[config.mk]
export PLATFORM = sky130hd
export DESIGN_NAME = ps2_key_decoder_flat
export DESIGN_NICKNAME = d
export VERILOG_FILES = /design/src/rtl/ps2_key_decoder_if.sv /design/src/rtl/ps2_key_decoder.sv /design/src/flat_wrapper.sv
export SDC_FILE = /design/constraint.sdc
export NUM_CORES = 1
export LEC_CHECK = 0
export CAP_MARGIN = 20
export CORE_ASPECT_RATIO = 0.75
export CORE_MARGIN = 3
export CORE_UTILIZATION = 59
export CTS_BUF_LIST = sky130_fd_sc_hd__clkbuf_8
export DETAILED_ROUTE_END_ITERATION = 8
export PLACE_DENSITY_LB_ADDON = 0.2
export SETUP_SLACK_MARGIN = 0.02
export SYNTH_ARGS = -nofsm -noshare
export SYNTH_HDL_FRONTEND = slang
export SYNTH_SLANG_ARGS = --single-unit
[constraint.sdc]
create_clock -name clk -period 5.3 [get_ports clk]
set_input_delay 1.06 -clock clk [delete_from_list [all_inputs] [get_ports clk]]
set_output_delay 1.06 -clock clk [all_outputs]
set_load 0.02 [all_outputs]
[src/rtl/ps2_key_decoder_if.sv]
// Key-event handshake between the PS/2 decoder and its consumer.
// The FIFO head is valid while key_valid is high; key_ready pops it.
interface ps2_key_decoder_if;
    logic [7:0] key_code;
    logic       key_ext;
    logic       key_brk;
    logic       key_valid;
    logic       key_ready;

    modport master (
        output key_code,
        output key_ext,
        output key_brk,
        output key_valid,
        input  key_ready
    );

    modport slave (
        input  key_code,
        input  key_ext,
        input  key_brk,
        input  key_valid,
        output key_ready
    );
endinterface

[src/rtl/ps2_key_decoder.sv]
// PS/2 keyboard receiver: frames scan codes, folds E0/F0 prefixes into flags,
// and queues key events in a first-word-fall-through FIFO with sticky errors.
module ps2_key_decoder #(
    parameter int FIFO_AW     = 3,
    parameter int TIMEOUT_CYC = 100000
) (
    input  logic                 clk,
    input  logic                 clrn,
    input  logic                 ps2_clk,
    input  logic                 ps2_data,
    ps2_key_decoder_if.master    key,
    output logic [FIFO_AW:0]     fifo_count,
    output logic                 overflow,
    output logic                 parity_err,
    output logic                 timeout_err,
    input  logic                 clr_err
);

    localparam int DEPTH = 1 << FIFO_AW;
    localparam int WD_W  = $clog2(TIMEOUT_CYC + 1);
    localparam logic [FIFO_AW:0] FULL_CNT = (FIFO_AW + 1)'(DEPTH);
    localparam logic [WD_W-1:0]  WD_LAST  = WD_W'(TIMEOUT_CYC - 1);
    localparam logic [7:0] PREFIX_EXT = 8'hE0;
    localparam logic [7:0] PREFIX_BRK = 8'hF0;

    typedef struct packed {
        logic       ext;
        logic       brk;
        logic [7:0] code;
    } key_event_t;

    logic [2:0]       clk_sync;
    logic [2:0]       data_sync;
    logic [9:0]       shift;
    logic [3:0]       bit_cnt;
    logic [WD_W-1:0]  wd_cnt;
    logic             byte_valid;
    logic [7:0]       byte_q;
    logic             ext_pend;
    logic             brk_pend;

    key_event_t       mem [DEPTH];
    logic [FIFO_AW-1:0] wr_ptr;
    logic [FIFO_AW-1:0] rd_ptr;
    key_event_t       head;

    logic strobe;
    logic frame_end;
    logic frame_ok;
    logic wd_fire;
    logic is_prefix;
    logic push_req;
    logic full;
    logic pop;
    logic do_push;
    logic ovf_set;
    logic perr_set;

    // Falling edge of the synchronised PS/2 clock marks a valid data bit.
    assign strobe    = clk_sync[2] & ~clk_sync[1];
    assign frame_end = strobe && (bit_cnt == 4'd10);

    // shift[0] = start, shift[8:1] = D0..D7, shift[9] = parity; stop arrives live.
    assign frame_ok  = ~shift[0] & data_sync[2] & (^shift[9:1]);

    assign wd_fire   = (bit_cnt != 4'd0) && !strobe && (wd_cnt == WD_LAST);

    assign is_prefix = (byte_q == PREFIX_EXT) || (byte_q == PREFIX_BRK);
    assign push_req  = byte_valid && !is_prefix;
    assign full      = (fifo_count == FULL_CNT);
    assign pop       = key.key_valid && key.key_ready;
    assign do_push   = push_req && (!full || pop);
    assign ovf_set   = push_req && full && !pop;
    assign perr_set  = frame_end && !frame_ok;

    // Receiver: synchronisers, bit framing and the partial-frame watchdog.
    // NOTE: sequential state uses non-blocking assignments so every flop samples pre-edge values.
    always_ff @(posedge clk) begin
        if (!clrn) begin
            clk_sync   <= 3'b111;
            data_sync  <= 3'b111;
            shift      <= '0;
            bit_cnt    <= '0;
            wd_cnt     <= '0;
            byte_valid <= 1'b0;
            byte_q     <= '0;
        end else begin
            clk_sync   <= {clk_sync[1:0], ps2_clk};
            data_sync  <= {data_sync[1:0], ps2_data};
            byte_valid <= 1'b0;
            if (strobe) begin
                shift  <= {data_sync[2], shift[9:1]};
                wd_cnt <= '0;
                if (bit_cnt == 4'd10) begin
                    bit_cnt    <= '0;
                    byte_valid <= frame_ok;
                    byte_q     <= shift[8:1];
                end else begin
                    bit_cnt <= bit_cnt + 4'd1;
                end
            end else if (bit_cnt != 4'd0) begin
                if (wd_fire) begin
                    bit_cnt <= '0;
                    wd_cnt  <= '0;
                end else begin
                    wd_cnt <= wd_cnt + 1'b1;
                end
            end else begin
                wd_cnt <= '0;
            end
        end
    end

    // Prefix tracking: a bad frame or a timeout forgets any half-seen sequence.
    always_ff @(posedge clk) begin
        if (!clrn) begin
            ext_pend <= 1'b0;
            brk_pend <= 1'b0;
        end else if (perr_set || wd_fire) begin
            ext_pend <= 1'b0;
            brk_pend <= 1'b0;
        end else if (byte_valid) begin
            if (byte_q == PREFIX_EXT) begin
                ext_pend <= 1'b1;
            end else if (byte_q == PREFIX_BRK) begin
                brk_pend <= 1'b1;
            end else begin
                ext_pend <= 1'b0;
                brk_pend <= 1'b0;
            end
        end
    end

    // NOTE: event storage has no reset; empty-state outputs are masked by key_valid instead.
    always_ff @(posedge clk) begin
        if (do_push) begin
            mem[wr_ptr] <= '{ext: ext_pend, brk: brk_pend, code: byte_q};
        end
    end

    always_ff @(posedge clk) begin
        if (!clrn) begin
            wr_ptr     <= '0;
            rd_ptr     <= '0;
            fifo_count <= '0;
        end else begin
            if (do_push) begin
                wr_ptr <= wr_ptr + 1'b1;
            end
            if (pop) begin
                rd_ptr <= rd_ptr + 1'b1;
            end
            case ({do_push, pop})
                2'b10:   fifo_count <= fifo_count + 1'b1;
                2'b01:   fifo_count <= fifo_count - 1'b1;
                default: fifo_count <= fifo_count;
            endcase
        end
    end

    // Sticky flags: a new error in the same cycle as clr_err keeps the flag set.
    always_ff @(posedge clk) begin
        if (!clrn) begin
            overflow    <= 1'b0;
            parity_err  <= 1'b0;
            timeout_err <= 1'b0;
        end else begin
            overflow    <= (overflow    & ~clr_err) | ovf_set;
            parity_err  <= (parity_err  & ~clr_err) | perr_set;
            timeout_err <= (timeout_err & ~clr_err) | wd_fire;
        end
    end

    assign head          = mem[rd_ptr];
    assign key.key_valid = (fifo_count != '0);
    assign key.key_code  = key.key_valid ? head.code : 8'h00;
    assign key.key_ext   = key.key_valid & head.ext;
    assign key.key_brk   = key.key_valid & head.brk;

endmodule

[src/flat_wrapper.sv]
// flat-port wrapper written by rule: the top's interface ports become plain ports
module ps2_key_decoder_flat 
#(
    parameter int FIFO_AW     = 3,
    parameter int TIMEOUT_CYC = 100000
)
  (clk, clrn, ps2_clk, ps2_data, fifo_count, overflow, parity_err, timeout_err, clr_err, key_key_code, key_key_ext, key_key_brk, key_key_valid, key_key_ready);
  ps2_key_decoder_if key_i ();
  input  logic clk;
  input  logic clrn;
  input  logic ps2_clk;
  input  logic ps2_data;
  output logic [FIFO_AW:0] fifo_count;
  output logic overflow;
  output logic parity_err;
  output logic timeout_err;
  input  logic clr_err;
  output wire logic [$bits(key_i.key_code)-1:0] key_key_code;
  output wire logic [$bits(key_i.key_ext)-1:0] key_key_ext;
  output wire logic [$bits(key_i.key_brk)-1:0] key_key_brk;
  output wire logic [$bits(key_i.key_valid)-1:0] key_key_valid;
  input wire logic [$bits(key_i.key_ready)-1:0] key_key_ready;
  assign key_key_code = key_i.key_code;
  assign key_key_ext = key_i.key_ext;
  assign key_key_brk = key_i.key_brk;
  assign key_key_valid = key_i.key_valid;
  assign key_i.key_ready = key_key_ready;
  ps2_key_decoder #(.FIFO_AW(FIFO_AW), .TIMEOUT_CYC(TIMEOUT_CYC)) u_core (.clk(clk), .clrn(clrn), .ps2_clk(ps2_clk), .ps2_data(ps2_data), .key(key_i), .fifo_count(fifo_count), .overflow(overflow), .parity_err(parity_err), .timeout_err(timeout_err), .clr_err(clr_err));
endmodule
==> run summary <==
===============================================================================================
Top achievable clock speed                                                              268 MHz
Detailed Place HPWL                                                                     6730 µm
Final-layout setup total negative slack                                                    0 ns
Pre-CTS WS                                                                              2.00 ns
Leading register cell type out of synthesis                                        sky130_fd_sc_hd__edfxtp_1
CP Capture Type                                                                     output port
Top post-synthesis cells by area                                                   sky130_fd_sc_hd__edfxtp_1, sky130_fd_sc_hd__dfxtp_1, sky130_fd_sc_hd__mux4_2
Overall track demand over capacity in global routing                                      0.203
Hold Buf Count CTS                                                                            0
Synthesized cell area                                                                  5840 µm²
P&R area growth vs syn                                                                    15.2%
Total design power                                                                      2.78 mW
Most used cells in the layout excluding fill and tap cells                         sky130_fd_sc_hd__edfxtp_1, sky130_fd_sc_hd__dfxtp_1, sky130_fd_sc_hd__nor2_1
Final worst-path cycle share                                                              0.705
Number of gates given a new drive strength after cts                                          0
I/O pin total                                                                                24
Detailed Routing Iterations Pass 1                                                            6
Clock input transition at the sequential cells of the worst setup and hold paths        0.07 ns
Proportion of netlist area held by the largest area contributor                           0.412
Leakage component of the power                                                          2.17 nW
Post-detailed-route DRC marker count                                                          0
Max stage delay cell, worst path                                                   sky130_fd_sc_hd__dfxtp_1
CTS sink cnt                                                                                144
Site row count                                                                               30
Synthesized netlist cell count                                                              440
Max IR drop VDD                                                                      0.000303 V
Max Cap Violations                                                                            0
Final slew viol count                                                                         0
Critical path, cell by cell                                                        mux4_2, mux2i_1, nor2_1, clkdlybuf4s50_1
Final wirelength                                                                       10600 µm
Via count of the first global-routing pass                                                 3251
Family with the most delay on the worst path                                         flip-flops
Buffer count from post-CTS setup fixing                                                       0
Final-report hold violation count                                                             0
Post-synth EDFFs                                                                             80
Kind of start point of the critical path                                                   flop
Overflow left after global routing                                                            0
Remaining antenna violation count after routing                                               0
Status                                                                                completed
Number of distinct library cells after synthesis                                             50
Area enclosed by the die boundary                                                     11100 µm²
Count of warnings emitted by yosys                                                            0
Worst stage delay on the critical path                                                  0.98 ns
CTS HTree Levels                                                                              4
Pin count of the biggest net entering global routing                                         36
Number of cells on the worst hold path                                                        1
Arrival time of the worst setup path                                                    2.67 ns
Count of input and output buffers                                                            23
Synthesized area per cell                                                              13.3 µm²
Crit path max fanout                                                                         20
Count of final setup violators                                                                0
First-pass GRT wire length                                                             16900 µm
Cell taking the most area after synthesis                                          sky130_fd_sc_hd__edfxtp_1
Post-synthesis register bit count                                                           144
Clock skew after layout                                                              0.00794 ns
Path length in cells of the critical path                                                     4
CTS tree                                                                                   done
Setup CP Type                                                                      flop to output port
Buffering stage count on the worst path with inverters included                               1
Worst-skew pair later-pin latency                                                       0.43 ns
Fill cell instance count of the final layout                                                587
Sequential-to-total area share from yosys stat                                            0.631
Std-Cell Core Area                                                                     9350 µm²
Diodes inserted                                                                               0
Routability congestion estimate                                                           0.783
CTS root buf                                                                       sky130_fd_sc_hd__clkbuf_8
Mapped Nets                                                                                 455
Max transition margin                                                                     0.320
Antenna violations before repair                                                              0
Worst-Margin Slew                                                                       1.02 ns
Setup repair after global routing missed its margin                                          no
Total number of vias                                                                       3425
Die Wd                                                                                   121 µm
Final Hold Slack                                                                       0.417 ns
Via density per instance                                                                   5.57
Hold WC Path Type                                                                  flop to flop
Total power divided by cell area                                                     414 nW/µm²
Fraction of registers with async set or reset after synthesis                                 0
Initial Utilization                                                                       0.624
DR WL/cell                                                                              17.3 µm
Final critical path time including I/O delays and setup                                 3.73 ns
Most common cell after layout, fill and taps aside                                 sky130_fd_sc_hd__edfxtp_1
Share of post-route cells with drive strength above 1                                     0.156
Final worst slack                                                                       1.57 ns
Number of cells on the worst reg-to-reg path                                                 10
Nets@finish                                                                                 489
Number of design-rule violations left by the first detailed-router iteration                286
Buffer depth of the longest clock path                                                        2
Die Y                                                                                   92.1 µm
Number of buffers created by CTS                                                             17
Required time reported for the critical path endpoint                                   4.24 ns
===============================================================================================
==> path summary, 6_finish.rpt <==
kind                       startpoint                   end  slack (ns)
setup reg to reg     u_core.byte_q[0]  u_core.fifo_count[3]        2.55
setup / recovery                 flop       key_key_code[6]        1.57
hold / removal    u_core.data_sync[0]   u_core.data_sync[1]        0.42
hold reg to reg   u_core.data_sync[0]   u_core.data_sync[1]        0.42
==> Yosys cell counts, types with 2 or more instances <==
library cell               number
sky130_fd_sc_hd__and3_1         2
sky130_fd_sc_hd__nand4_1        6
sky130_fd_sc_hd__inv_1          7
sky130_fd_sc_hd__mux4_2        20
sky130_fd_sc_hd__inv_2          2
sky130_fd_sc_hd__nor2b_1        3
sky130_fd_sc_hd__nand3b_1       2
sky130_fd_sc_hd__buf_2          4
sky130_fd_sc_hd__mux2i_1       20
sky130_fd_sc_hd__nor3_1        11
sky130_fd_sc_hd__xnor3_1        2
sky130_fd_sc_hd__mux2i_4        2
sky130_fd_sc_hd__nand3_1        8
sky130_fd_sc_hd__nor2_1        60
sky130_fd_sc_hd__ha_1           8
sky130_fd_sc_hd__a31oi_1        2
sky130_fd_sc_hd__xor2_1         7
sky130_fd_sc_hd__dfxtp_1       64
sky130_fd_sc_hd__nor4_1         3
sky130_fd_sc_hd__nand2_1       40
sky130_fd_sc_hd__a21oi_1       21
sky130_fd_sc_hd__nand2b_1       9
sky130_fd_sc_hd__and2_1         3
sky130_fd_sc_hd__xnor2_1       17
sky130_fd_sc_hd__edfxtp_1      80
sky130_fd_sc_hd__nor3_2         2
sky130_fd_sc_hd__nor4_2         2
sky130_fd_sc_hd__clkbuf_1      11
==> power by group <==
part / internal (mW) / leakage [nW] / switching [mW]
clock network: 0.605 / 0.222 / 0.405
registers: 1.19 / 1.24 / 0.0423
logic: 0.260 / 0.704 / 0.282
==> per-stage QoR <==
step | cell area, µm² | utilization | instances
global placement | 6230 | 0.666 | 582
CTS | 6700 | 0.717 | 614
finish | 6720 | 0.719 | 615
global route | 6720 | 0.719 | 615
detailed placement | 6230 | 0.666 | 582
floorplan | 5840 | - | 440
==> area by class of cell <==
cell class / instances / area, µm² / area share
clock buffer: 17 / 234 / 0.0348
clock inverter: 15 / 240 / 0.0357
inverter: 10 / 37.5 / 0.00558
multi-input combinational: 270 / 2060 / 0.307
sequential: 144 / 3680 / 0.548
tap: 128 / 160 / 0.0238
timing repair buffer: 31 / 303 / 0.0450
==> worst reg2reg max path, cell delays in order (launching register included) <==
cell,delay (ns)
sky130_fd_sc_hd__dfxtp_1,0.43
sky130_fd_sc_hd__or4_4,0.62
sky130_fd_sc_hd__o21ai_1,0.40
sky130_fd_sc_hd__nand2_1,0.17
sky130_fd_sc_hd__inv_2,0.09
sky130_fd_sc_hd__ha_1,0.22
sky130_fd_sc_hd__a21o_1,0.17
sky130_fd_sc_hd__a21oi_1,0.17
sky130_fd_sc_hd__nand3b_1,0.15
sky130_fd_sc_hd__a21oi_1,0.07
sky130_fd_sc_hd__nor3b_1,0.18
==> cells by family (layout without fill, tap and decap cells) <==
| logic type | count (synthesis) | count (layout) | synth area share |
|---|---|---|---|
| XOR/XNOR | 26 | 26 | 0.0437 |
| flip-flops | 144 | 144 | 0.631 |
| buffers and inverters | 26 | 73 | 0.0176 |
| multiplexers | 42 | 42 | 0.119 |
| AND/OR/NAND/NOR | 160 | 160 | 0.133 |
| adder cells (fa/ha/maj) | 9 | 9 | 0.0206 |
| AO/OA/AOI/OAI | 33 | 33 | 0.0352 |
==> per-layer routing <==
metal	share of wire	up-vias	global-route usage	wire length [µm]
li1	-	1659	-	-
met1	0.47	1646	0.295	5000
met2	0.45	103	0.293	4830
met3	0.060	17	0.0586	639
met4	0.013	0	0.0708	142
met5	0	-	0	0
==> registers in the layout, indices dropped and copies added (netlist names), 4 cells and up, named ones only <==
| register | count |
|---|---|
| u_core.mem | 80 |
| u_core.wd_cnt | 17 |
| u_core.shift | 10 |
| u_core.byte_q | 8 |
| u_core.bit_cnt | 4 |
| u_core.fifo_count | 4 |
Power figures use the tool's default switching activity.
